[src/rtl/uart_baud_gen.sv]
// Baud-rate generator: integer-plus-fraction clock divider producing an
// oversample tick, a per-bit transmit pulse and the current oversample phase.
module uart_baud_gen #(
  parameter int BAUD_WIDTH = 16,
  parameter int FRAC_WIDTH = 3,
  parameter int OVS_LOG2   = 4
) (
  input  logic                                           CLK,
  input  logic                                           RESET_N,
  input  logic                                           EN,
  input  logic [BAUD_WIDTH-1:0]                          BAUD_VAL,
  input  logic [((FRAC_WIDTH > 0) ? FRAC_WIDTH : 1)-1:0] BAUD_FRAC,
  input  logic                                           OVS_SYNC,
  output logic                                           BAUD_TICK,
  output logic                                           XMIT_PULSE,
  output logic [OVS_LOG2-1:0]                            OVS_PHASE
);

  // One extra bit so BAUD_VAL plus a fraction carry can never wrap.
  localparam int CW = BAUD_WIDTH + 1;

  logic [CW-1:0]       cnt;
  logic [CW-1:0]       cnt_nxt;
  logic [OVS_LOG2-1:0] ovs;
  logic [OVS_LOG2-1:0] ovs_nxt;
  logic                tick_r;
  logic                tick_nxt;
  logic                xmit_r;
  logic                xmit_nxt;
  logic                carry;
  logic                div_event;
  logic                sync_load;

  assign sync_load = EN & OVS_SYNC;
  assign div_event = EN & ~OVS_SYNC & (cnt == '0);

  generate
    if (FRAC_WIDTH > 0) begin : g_frac
      logic [FRAC_WIDTH-1:0] acc;
      logic [FRAC_WIDTH:0]   frac_sum;

      assign frac_sum = {1'b0, acc} + {1'b0, BAUD_FRAC};
      assign carry    = frac_sum[FRAC_WIDTH];

      always_ff @(posedge CLK or negedge RESET_N) begin
        if (!RESET_N) begin
          acc <= '0;
        end else if (sync_load) begin
          acc <= '0;
        end else if (div_event) begin
          acc <= frac_sum[FRAC_WIDTH-1:0];
        end
      end
    end else begin : g_nofrac
      logic unused_frac;
      assign unused_frac = ^BAUD_FRAC;
      assign carry       = 1'b0;
    end
  endgenerate

  // Sync wins over a coincident divider event and reloads without a tick.
  always_comb begin
    cnt_nxt  = cnt;
    ovs_nxt  = ovs;
    tick_nxt = 1'b0;
    xmit_nxt = 1'b0;
    if (sync_load) begin
      cnt_nxt = {1'b0, BAUD_VAL};
      ovs_nxt = '0;
    end else if (div_event) begin
      cnt_nxt  = {1'b0, BAUD_VAL} + CW'(carry);
      ovs_nxt  = ovs + OVS_LOG2'(1);
      tick_nxt = 1'b1;
      xmit_nxt = &ovs;
    end else if (EN) begin
      cnt_nxt = cnt - CW'(1);
    end
  end

  always_ff @(posedge CLK or negedge RESET_N) begin
    if (!RESET_N) begin
      cnt    <= '0;
      ovs    <= '0;
      tick_r <= 1'b0;
      xmit_r <= 1'b0;
    end else begin
      cnt    <= cnt_nxt;
      ovs    <= ovs_nxt;
      tick_r <= tick_nxt;
      xmit_r <= xmit_nxt;
    end
  end

  assign BAUD_TICK  = tick_r;
  assign XMIT_PULSE = xmit_r;
  assign OVS_PHASE  = ovs;

endmodule

[config.mk]
export PLATFORM = sky130hd
export DESIGN_NAME = uart_baud_gen
export DESIGN_NICKNAME = d
export VERILOG_FILES = /design/src/rtl/uart_baud_gen.sv
export SDC_FILE = /design/constraint.sdc
export NUM_CORES = 1
export LEC_CHECK = 0
export ABC_AREA = 0
export BUFFER_PORTS_ARGS = -buffer_cell sky130_fd_sc_hd__buf_2
export CAP_MARGIN = 0
export CORE_AREA = 4 4 61 69
export CTS_CLUSTER_DIAMETER = 80
export CTS_CLUSTER_SIZE = 28
export DETAILED_ROUTE_END_ITERATION = 10
export DIE_AREA = 0 0 65 73
export PLACE_DENSITY = 0.77
export SYNTH_ARGS = -nofsm -noshare
export SYNTH_HDL_FRONTEND = slang
export SYNTH_SLANG_ARGS = --single-unit
[constraint.sdc]
create_clock -name CLK -period 2.91 [get_ports CLK]
set_clock_uncertainty 0.05 [all_clocks]
set_input_delay 0.582 -clock CLK [delete_from_list [all_inputs] [get_ports CLK]]
set_output_delay 0.582 -clock CLK [all_outputs]
set_load 0.05 [all_outputs]
; Word level (Yosys, flattened, before mapping)
; Index checks and enable logic that the tools add are counted.
[word_totals]
regBits = 26
input_bits = 23
out_inout_bits = 6
wordCells = 28
[classes]
addsub = 4
mux = 11
bitwise = 4
reduce_logical = 4
[ops]
columns = op, n
row1 = 17-bit two-way mux, 3
row2 = 16-bit by 1-bit adder with 17-bit output, 1
row3 = 17-bit zero test, 1
row4 = 17-bit by 1-bit subtractor with 17-bit output (second input constant), 1
row5 = 4-bit two-way mux, 2
row6 = 3-bit two-way mux, 2
row7 = 3-bit by 3-bit adder with 4-bit output, 1
row8 = 4-bit by 1-bit adder with 4-bit output (second input constant), 1
row9 = 1-bit two-way mux, 4
row10 = 4-bit AND reduction, 1
row11 = 1-bit bitwise AND, 3
row12 = 3-bit nonzero test, 1
row13 = 2-bit nonzero test, 1
row14 = 1-bit NOT, 1

; Logic depth before layout (Yosys ltp)
; Gate-level depths: netlist of run 1.
[depth]
word_depth = 5
mapped_depth = 10
ltp_nobuf = 10

; Worst setup path after synthesis of run 1
; Ideal clock, no wire load.
[synth_timing]
path_type = input to register
startpoint = input port BAUD_FRAC[1] in the netlist's numbering
endpoint = register cnt[8]
setup_time_ns = 0.126
arrival_ns = 2.341
t_required_ns = 2.734
slack_ns = 0.393
cell_stages = 10
path_buffers = 0
path_cell_list = ha_1 -> a21o_1 -> a21o_1 -> ha_1 -> ha_1 -> nand4_1 -> nor2_1 -> xnor2_1 -> mux2i_1 -> a221o_1
[synth_between]
elab_chain_len = 4
[synth_lines]
columns = item, line_no
row1 = start: declaration, 12  ; input logic [((FRAC_WIDTH > 0) ? FRAC_WIDTH : 1)-1:0] BAUD_FRAC,
row2 = 3-bit by 3-bit adder with 4-bit output, 42  ; assign frac_sum = {1'b0, acc} + {1'b0, BAUD_FRAC};
row3 = 16-bit by 1-bit adder with 17-bit output, 71  ; cnt_nxt = {1'b0, BAUD_VAL} + CW'(carry);
row4 = 17-bit two-way mux, 70  ; end else if (div_event) begin
row5 = 17-bit two-way mux, 67  ; if (sync_load) begin
row6 = end signal: assignment, 87  ; cnt <= cnt_nxt;
row7 = end: declaration, 22  ; logic [CW-1:0] cnt;
; Every way passes these cells.
; A chain may end at the register's enable or synchronous reset.

; Worst setup path after layout of run 1
[layout_timing]
startpoint = register cnt[9]
endpoint = register cnt[4]
[layout_between]
elab_chain_len = 4
elab_cells_between_ends = 5
cone_classes = mux (2) / bitwise (1) / reduce/logical (2)
[layout_lines]
columns = item, line_no
row1 = 17-bit zero test *, 35  ; assign div_event = EN & ~OVS_SYNC & (cnt == '0);
row2 = 1-bit bitwise AND *, 35
row3 = 17-bit two-way mux, 70
row4 = 17-bit two-way mux, 67
; Every way passes the cells marked *; elsewhere a longest branch is shown, timed or not.

==> out/qor.yml, run 1 <==
max_freq_ghz: 0.406
num_vias: 1766
post-place-ws_ns: 0.237
r2r_end: "cnt[4]$_DFFE_PN0P_"
crit_path_max_fanout: 16
grt.total_usage_pct: 21.8
ant_nets: 0
synth_area_leaders: "dfrtp_1, xor2_1, xnor2_1"
worst-endpoint-required_ns: 3.04
register_area_um2: 651
core_area_mm2: 0.00354
yosysUniqueCellTypes: 43
slew_viol_final: 0
drc: 0
final_common_cell: "buf_2"
place_hpwl_um: 3420
ys_seq_area_share_pct: 33.5
synth.net_count: 250
syn_area_per_cell_um2: 8.95
tns_ns: 0
layout_common_cells: "buf_2, dfrtp_1, nand2_1, xor2_1"
power.leakage_uw: 0.000990
grt_pass1_vias: 1665
cts_buffer_depth: 2
fin_util_pct: 62.5
synthToLayoutAreaGrowth_pct: 13.8
peakVddDrop_uv: 228
drive_above_1_share_pct: 17.4
gp_congestion: 0.869
cts_setup_buffers: 0
power.density_mw_per_mm2: 437
diodes: 0
hold_buffers: 0
worstMarginPinSlew_ns: 0.604
clockRootBuffer: "clkbuf_8"
drt_first_pass_iters: 4
critPathLaunchType: "register"
synthesis.area_mm2: 0.00194
placementRows: 23
fill_cells: 337
wl_per_cell_um: 15.9
initial_core_util_pct: 54.9
grt_pass1_wl_um: 8010
r2r_start: "cnt[9]$_DFFE_PN0P_"
portBuffers: 28
multi_input_area_mm2: 0.00120
cts_tree: "done"
ff2ff_setup_slack_ns: 0.45
ys_ff_latch: 26
overflow: 0
cts_max_level: 1
path_buf_inv: 1
r2r_cells: 6
cp.arrival_ns: 2.59
hp-class: "in2async"
finalPower_uw: 966
cts_buffers: 3
setup_viol: 0
crit_type: "reg2reg"
routed_via_density: 5.95
crit_family: "simple AND/OR/NAND/NOR gates"
die_h_um: 73
antenna_found_initial: 0
worstSkewPairLatency_ns: 0.28
dieArea_mm2: 0.00475
clock_sinks: 26
drt_iter0_markers: 98
finalWorstSetupSlack_ns: 0.448
max_stage_delay_ns: 0.49
drv_cap: 0
synth_cells: 217
grt_max_degree: 27
ioPinCount: 29
rsz0062_at_grt: "no"
hold_violations: 0
min_period_ns: 2.46
slowest_stage: "or2_1"
cp_cell_sequence: "nor4_2 -> nand4_2 -> or2_1 -> clkinv_4 -> mux2i_1 -> a221o_1"
end_kind: "register"
yosys_warnings: 0
finalCritPeriodShare_pct: 84.6
synth_largest_area_cell: "dfrtp_1"
yosysTopAreaCellShare_pct: 33.5
hold_slack_ns: 0.244
clkTransAtPathRegs_ns: 0.10
run_status: "finished clean"
wirelength_um: 4710
die_w_um: 65
slew_headroom_pct: 59.7
nNetsFinal: 281
cts_resized: 0
-- synthesized netlist by cell type --
cell	count
fa_1	1
nand3_1	13
nor3_1	10
o22ai_1	3
or3b_2	2
a21oi_1	3
mux2i_1	7
a22o_1	2
buf_4	1
xnor2_1	13
buf_2	1
o41ai_1	1
nor2_1	12
nand4_1	4
and3_1	2
o31ai_1	2
nor4_1	5
nor4_4	1
or2_1	1
clkbuf_1	3
a41oi_1	1
nor3b_1	2
dfrtp_1	26
xor2_1	14
o21ai_1	2
nor2b_1	2
or4_1	4
buf_6	1
and2_1	1
a21o_1	2
o21ai_0	9
or3_1	1
clkinv_4	1
a22oi_1	9
nor4_2	1
nand4_2	1
ha_1	9
o211ai_1	5
a31o_2	1
a221o_1	4
inv_1	12
a211o_1	1
nand2_1	21
-- stage by stage --
stage / cells / cell area (µm²)
4_1_cts: 297 / 2210
6_report: 297 / 2210
3_3_place_gp: 293 / 2140
3_5_place_dp: 293 / 2140
5_1_grt: 297 / 2210
2_1_floorplan: 217 / 1940
-- cells by family (layout without fill, tap and decap cells) --
logic type	after synthesis	in the layout	share of synthesized area, %
buf+inv	19	49	4.57
xor+xnor	27	27	12.2
mux	7	7	3.61
compound gates	45	45	16.3
fa+ha+maj	10	10	6.83
simple gates	83	83	23.1
flops	26	26	33.5
-- registers in the layout, indices dropped and copies added, names as in the netlist --
signal      flops
OVS_PHASE       4
XMIT_PULSE      1
BAUD_TICK       1
g_frac.acc      3
cnt            17
-- report_power, final --
part	switching, µW	internal [µW]	total, µW	leakage (µW)
sequential	51.6	396	448	0.000336
clock	126	184	311	0.0000357
combinational	112	94.9	207	0.000618
total	290	676	966	0.000990
-- routing by layer --
layer	vias to the layer above	wire length (µm)	track usage, %
li1	859	-	-
met1	838	2060	30.4
met2	62	2280	34.4
met3	7	286	2.00
met4	0	75	9.39
met5	-	0	0
-- how the worst max path moves through the flow --
stage                          end  cells after the start  slack [ns]                       from
2_1_floorplan   cnt[8]$_DFFE_PN0P_                     10        0.39               BAUD_FRAC[1]
3_3_place_gp    cnt[8]$_DFFE_PN0P_                     11        0.29               BAUD_FRAC[1]
3_5_place_dp   cnt[15]$_DFFE_PN0P_                     10        0.24               BAUD_FRAC[1]
4_1_cts         cnt[4]$_DFFE_PN0P_                      6        0.44         cnt[9]$_DFFE_PN0P_
5_1_grt        cnt[15]$_DFFE_PN0P_                      9        0.27  g_frac.acc[1]$_DFFE_PN0P_
6_report        cnt[4]$_DFFE_PN0P_                      6        0.45         cnt[9]$_DFFE_PN0P_
-- area by class of cell --
type,instances,share of cell area [%]
clock buffer,3,1.87
clock inverter,1,1.36
inverter,13,2.43
multi-input combinational,172,54.4
sequential,26,29.4
tap,50,2.83
timing repair buffer,32,7.69
Power figures use the tool's default switching activity.
==> run 2, diff against run 1 <==
--- a/config.mk
+++ b/config.mk
@@ -8,12 +8,12 @@
 export ABC_AREA = 0
 export BUFFER_PORTS_ARGS = -buffer_cell sky130_fd_sc_hd__buf_2
 export CAP_MARGIN = 0
-export CORE_AREA = 4 4 61 69
+export CORE_AREA = 4 4 64 72
 export CTS_CLUSTER_DIAMETER = 80
 export CTS_CLUSTER_SIZE = 28
 export DETAILED_ROUTE_END_ITERATION = 10
-export DIE_AREA = 0 0 65 73
-export PLACE_DENSITY = 0.77
+export DIE_AREA = 0 0 68 76
+export PLACE_DENSITY = 0.74
 export SYNTH_ARGS = -nofsm -noshare
 export SYNTH_HDL_FRONTEND = slang
 export SYNTH_SLANG_ARGS = --single-unit
==> constraint.sdc (replaced) <==
create_clock -name CLK -period 2 [get_ports CLK]
set_clock_uncertainty 0.05 [all_clocks]
set_input_delay 0.4 -clock CLK [delete_from_list [all_inputs] [get_ports CLK]]
set_output_delay 0.4 -clock CLK [all_outputs]
set_load 0.05 [all_outputs]
==> run 2 against run 1 <==
  * The flow now finishes with violations (setup timing)
  * Core utilization is 7.9 points higher
  * Critical path depth up 4
  * Design area up 24%
  * Global-route usage is 2.0 points higher
  * Sequential power up 40%
  * Largest power group unchanged
  * Final cell count is 14% higher
  * Highest routed layer unchanged
  * Non-clock buffer count grew 41
  * Sequential share of layout area decreased by 5.7 points
  * First-iteration DRC count is 85% higher
  * Via count increased by 16%
  * Largest cell class unchanged
==> out/qor.yml, run 2 (synthesis gave the netlist of run 1 again) <==
run_status: "finished with violations"
violations: "setup timing"
cts_tree: "done"
largest_reg_flops: 17
synthToLayoutAreaGrowth_pct: 41.4
peakVddDrop_uv: 271
ant_nets: 0
r2r_end: "cnt[8]$_DFFE_PN0P_"
cp_cell_sequence: "ha_4 -> a21o_1 -> a21o_1 -> ha_4 -> ha_4 -> nand4_1 -> nor2_2 -> xnor2_1 -> mux2i_1 -> a221o_1"
gp_congestion: 0.903
grt.total_usage_pct: 23.7
rsz0062_at_grt: "yes"
antenna_found_initial: 0
num_vias: 2043
hold_slack_ns: 0.0846
max_stage_delay_ns: 0.42
routed_via_density: 6.01
drive_above_1_share_pct: 37.2
final_common_cell: "buf_4"
setup_viol: 14
hold_buffers: 0
overflow: 0
place_hpwl_um: 3990
clock_sinks: 26
power.density_mw_per_mm2: 555
drt_first_pass_iters: 4
max_freq_ghz: 0.427
worstSkewPairLatency_ns: 0.27
placementRows: 24
cts_buffers: 3
clockRootBuffer: "clkbuf_8"
finalCritPeriodShare_pct: 117
cts_buffer_depth: 2
slowest_stage: "dfrtp_1"
critPathLaunchType: "register"
top_register: "cnt"
wirelength_um: 5940
hp-class: "in2async"
drc: 0
end_kind: "register"
grt_max_degree: 27
cts_max_level: 1
worstMarginPinSlew_ns: 0.627
power.leakage_uw: 0.00126
initial_core_util_pct: 49.8
crit_path_max_fanout: 3
layout_common_cells: "buf_4, buf_2, dfrtp_1, nand2_1, xor2_1"
min_period_ns: 2.34
dieArea_mm2: 0.00517
nNetsFinal: 322
die_h_um: 76
finalWorstSetupSlack_ns: -0.344
portBuffers: 28
drv_cap: 0
critical_path.most_common_cell: "ha_4"
ff2ff_setup_slack_ns: -0.34
grt_pass1_wl_um: 9690
wl_per_cell_um: 17.5
core_area_mm2: 0.00390
slew_viol_final: 0
drt_iter0_markers: 181
r2r_cells: 10
die_w_um: 68
diodes: 0
cp.arrival_ns: 2.46
ioPinCount: 29
crit_type: "reg2reg"
hold_violations: 0
r2r_start: "g_frac.acc[1]$_DFFE_PN0P_"
fin_util_pct: 70.4
slew_headroom_pct: 58.2
clkTransAtPathRegs_ns: 0.10
grt_pass1_vias: 2029
worst-endpoint-required_ns: 2.12
[run 2: cell count changes in the layout (fill, tap and decap cells not counted), moves of 4 or more]
cell,delta
nor4_4,+4
nor3_1,-4
buf_6,+6
ha_1,-5
nor4_1,-5
ha_4,+4
o21ai_0,-4
buf_4,+35
o21ai_1,+4
[run 2: metrics by stage]
step	setup WS (ns)	instances	setup TNS [ns]	total power (µW)	area, µm²
3_3_place_gp	-0.363	328	-3.54	1040	2430
5_1_grt	-0.444	340	-4.64	1610	2750
4_1_cts	-0.231	337	-2.24	1510	2660
2_1_floorplan	-0.188	217	-0.444	854	1980
6_report	-0.344	340	-2.84	1520	2750
3_5_place_dp	-0.405	328	-4.12	1050	2430
[run 2: timing repair]
action                     4_1_cts  5_1_grt
setup endpoints to repair       16       16
setup buffers                    5        3
pin swaps                       14       14
resized for setup               22       16
hold endpoints to repair         0        0
[run 2: area by class of cell]
cell class / instances / area, µm²
Clock inverter: 1 / 30.0
Multi-Input combinational cell: 172 / 1410
Clock buffer: 3 / 41.3
Tap cell: 52 / 65.1
Inverter: 13 / 53.8
Sequential cell: 26 / 651
Fill cell: 300 / 1160
Timing Repair Buffer: 73 / 500
[run 2: how the worst max path moves through the flow]
stage                              startpoint                   to  slack, ns  cells after the start
floorplan           g_frac.acc[1]$_DFFE_PN0P_   cnt[8]$_DFFE_PN0P_      -0.19                     10
global placement                 BAUD_FRAC[1]  cnt[14]$_DFFE_PN0P_      -0.36                     12
detailed placement               BAUD_FRAC[1]  cnt[14]$_DFFE_PN0P_      -0.41                     12
CTS                 g_frac.acc[1]$_DFFE_PN0P_  cnt[15]$_DFFE_PN0P_      -0.23                     10
global route        g_frac.acc[1]$_DFFE_PN0P_   cnt[8]$_DFFE_PN0P_      -0.44                     10
finish              g_frac.acc[1]$_DFFE_PN0P_   cnt[8]$_DFFE_PN0P_      -0.34                     10
[run 2: critical path: cells and delay by family, from the launching register on]
kind | cells | cell delay (ns)
fa+ha+maj | 3 | 0.57
flops | 1 | 0.42
xor+xnor | 1 | 0.16
mux | 1 | 0.10
compound gates | 3 | 0.56
simple gates | 2 | 0.37
[run 2: routing by layer]
layer	GRT usage [%]	share of wire, %	wire length, µm
met4	6.36	1.1	66
met3	2.36	5.4	321
met5	0	0	0
met1	33.7	42	2490
met2	37.8	51	3060
[run 2: power by group]
part           total, µW  switching (µW)  internal [µW]
Combinational        448             236            212
Clock                448             180            268
Sequential           627            50.3            577
==> run 3, diff against run 2 <==
--- a/config.mk
+++ b/config.mk
@@ -14,6 +14,7 @@
 export DETAILED_ROUTE_END_ITERATION = 10
 export DIE_AREA = 0 0 68 76
 export PLACE_DENSITY = 0.74
+export SKIP_CTS_REPAIR_TIMING = 1
 export SYNTH_ARGS = -nofsm -noshare
 export SYNTH_HDL_FRONTEND = slang
 export SYNTH_SLANG_ARGS = --single-unit
==> run 3 against run 2 <==
  * Critical endpoint unchanged
  * Largest cell class unchanged
  * The flow still finishes with violations (setup timing)
  * Final cell count decreased by 1.8%
  * Sequential share of layout area increased by 1.0 points
  * Core utilization shrank 2.9 points
==> out/qor.yml, run 3 (synthesis gave the netlist of run 1 again) <==
overflow: 0
top_register: "cnt"
multi_input_area_mm2: 0.00135
p_comb_share_pct: 28.8
hold_slack_ns: 0.0776
place_hpwl_um: 3990
crit_type: "reg2reg"
cts_buffer_depth: 2
peakVddDrop_uv: 264
wl_per_cell_um: 16.9
portBuffers: 28
cp.arrival_ns: 2.47
worstSkewPairLatency_ns: 0.27
routed_via_density: 5.86
slew_headroom_pct: 58.4
end_kind: "register"
fill_cells: 319
drv_cap: 0
cts_tree: "done"
ioPinCount: 29
r2r_start: "g_frac.acc[1]$_DFFE_PN0P_"
largest_reg_flops: 17
ff2ff_setup_slack_ns: -0.36
seq_power_share_pct: 41.5
power.density_mw_per_mm2: 574
max_freq_ghz: 0.424
gp_congestion: 0.903
critPathLaunchType: "register"
cts_buffers: 3
switchingPower_uw: 461
dieArea_mm2: 0.00517
grt_pass1_vias: 1913
layout_common_cells: "buf_4, buf_2, dfrtp_1, nand2_1, xor2_1"
r2r_end: "cnt[8]$_DFFE_PN0P_"
hp-class: "in2async"
r2r_cells: 10
drive_above_1_share_pct: 33.7
wirelength_um: 5640
min_period_ns: 2.36
swShare_pct: 30.5
clkTransAtPathRegs_ns: 0.10
die_w_um: 68
run_status: "finished with violations"
violations: "setup timing"
worstMarginPinSlew_ns: 0.623
max_stage_delay_ns: 0.44
clockRootBuffer: "clkbuf_8"
drc: 0
cts_max_level: 1
hold_violations: 0
fin_util_pct: 67.5
rsz0062_at_grt: "yes"
finalCritPeriodShare_pct: 118
antenna_found_initial: 0
internal_power_uw: 1050
grt_pass1_wl_um: 8980
grt_max_degree: 27
drt_iter0_markers: 168
synthToLayoutAreaGrowth_pct: 35.5
placementRows: 24
cp_cell_sequence: "ha_4 -> a21o_1 -> a21o_1 -> ha_2 -> ha_4 -> nand4_1 -> nor2_2 -> xnor2_1 -> mux2i_1 -> a221o_1"
nNetsFinal: 316
setup_viol: 15
die_h_um: 76
drt_first_pass_iters: 4
core_area_mm2: 0.00390
power.leakage_uw: 0.00121
crit_path_max_fanout: 3
final_common_cell: "buf_4"
clock_sinks: 26
worst-endpoint-required_ns: 2.11
num_vias: 1956
slew_viol_final: 0
ant_nets: 0
grt.total_usage_pct: 21.9
initial_core_util_pct: 49.8
power.share.clock_pct: 29.8
slowest_stage: "dfrtp_1"
diodes: 0
register_area_um2: 651
finalWorstSetupSlack_ns: -0.359
-- run 3: worst max-delay path, delay by kind of cell (launching register included) --
family          cells  cell delay [ns]
fa+ha+maj           3             0.62
compound gates      3             0.55
flops               1             0.44
simple gates        2             0.35
mux                 1             0.11
xor+xnor            1             0.13
-- run 3: power groups by stage --
stage | clock network, µW | registers [µW] | logic (µW)
global route | 482 | 635 | 479
global placement | 0 | 635 | 401
CTS | 457 | 626 | 414
floorplan | 0 | 645 | 209
detailed placement | 0 | 637 | 410
finish | 450 | 627 | 435
-- run 3: how the worst max path moves through the flow --
stage                                    startpoint             endpoint  slack, ns
after global placement                 BAUD_FRAC[1]  cnt[14]$_DFFE_PN0P_      -0.36
after CTS                 g_frac.acc[1]$_DFFE_PN0P_  cnt[14]$_DFFE_PN0P_      -0.34
final                     g_frac.acc[1]$_DFFE_PN0P_   cnt[8]$_DFFE_PN0P_      -0.36
after detailed placement               BAUD_FRAC[1]  cnt[14]$_DFFE_PN0P_      -0.41
after global routing      g_frac.acc[1]$_DFFE_PN0P_   cnt[8]$_DFFE_PN0P_      -0.48
after floorplan           g_frac.acc[1]$_DFFE_PN0P_   cnt[8]$_DFFE_PN0P_      -0.19
-- run 3: per-stage QoR --
| stage | TNS, ns | instances | setup WS (ns) | power (µW) | instance area (µm²) |
|---|---|---|---|---|---|
| floorplan | -0.444 | 217 | -0.188 | 854 | 1980 |
| global placement | -3.54 | 328 | -0.363 | 1040 | 2430 |
| detailed placement | -4.12 | 328 | -0.405 | 1050 | 2430 |
| CTS | -3.13 | 332 | -0.341 | 1500 | 2500 |
| global route | -4.91 | 334 | -0.481 | 1600 | 2630 |
| finish | -3.09 | 334 | -0.359 | 1510 | 2630 |
-- run 3: layout make-up --
| class | count | area share (%) |
|---|---|---|
| multi-input cells | 172 | 51.4 |
| repair buffers | 67 | 16.7 |
| well taps | 52 | 2.47 |
| clock buffers | 3 | 1.57 |
| clock inverters | 1 | 1.14 |
| flip-flops and latches | 26 | 24.7 |
| inverters | 13 | 2.04 |
-- run 3: per-layer routing --
layer  up-vias  wire, µm  global-route usage [%]
met5         -         0                       0
met4         0        42                    4.97
met3         4       288                    2.21
met2        54      2890                    34.3
met1       973      2410                    32.0
li1        925         -                       -
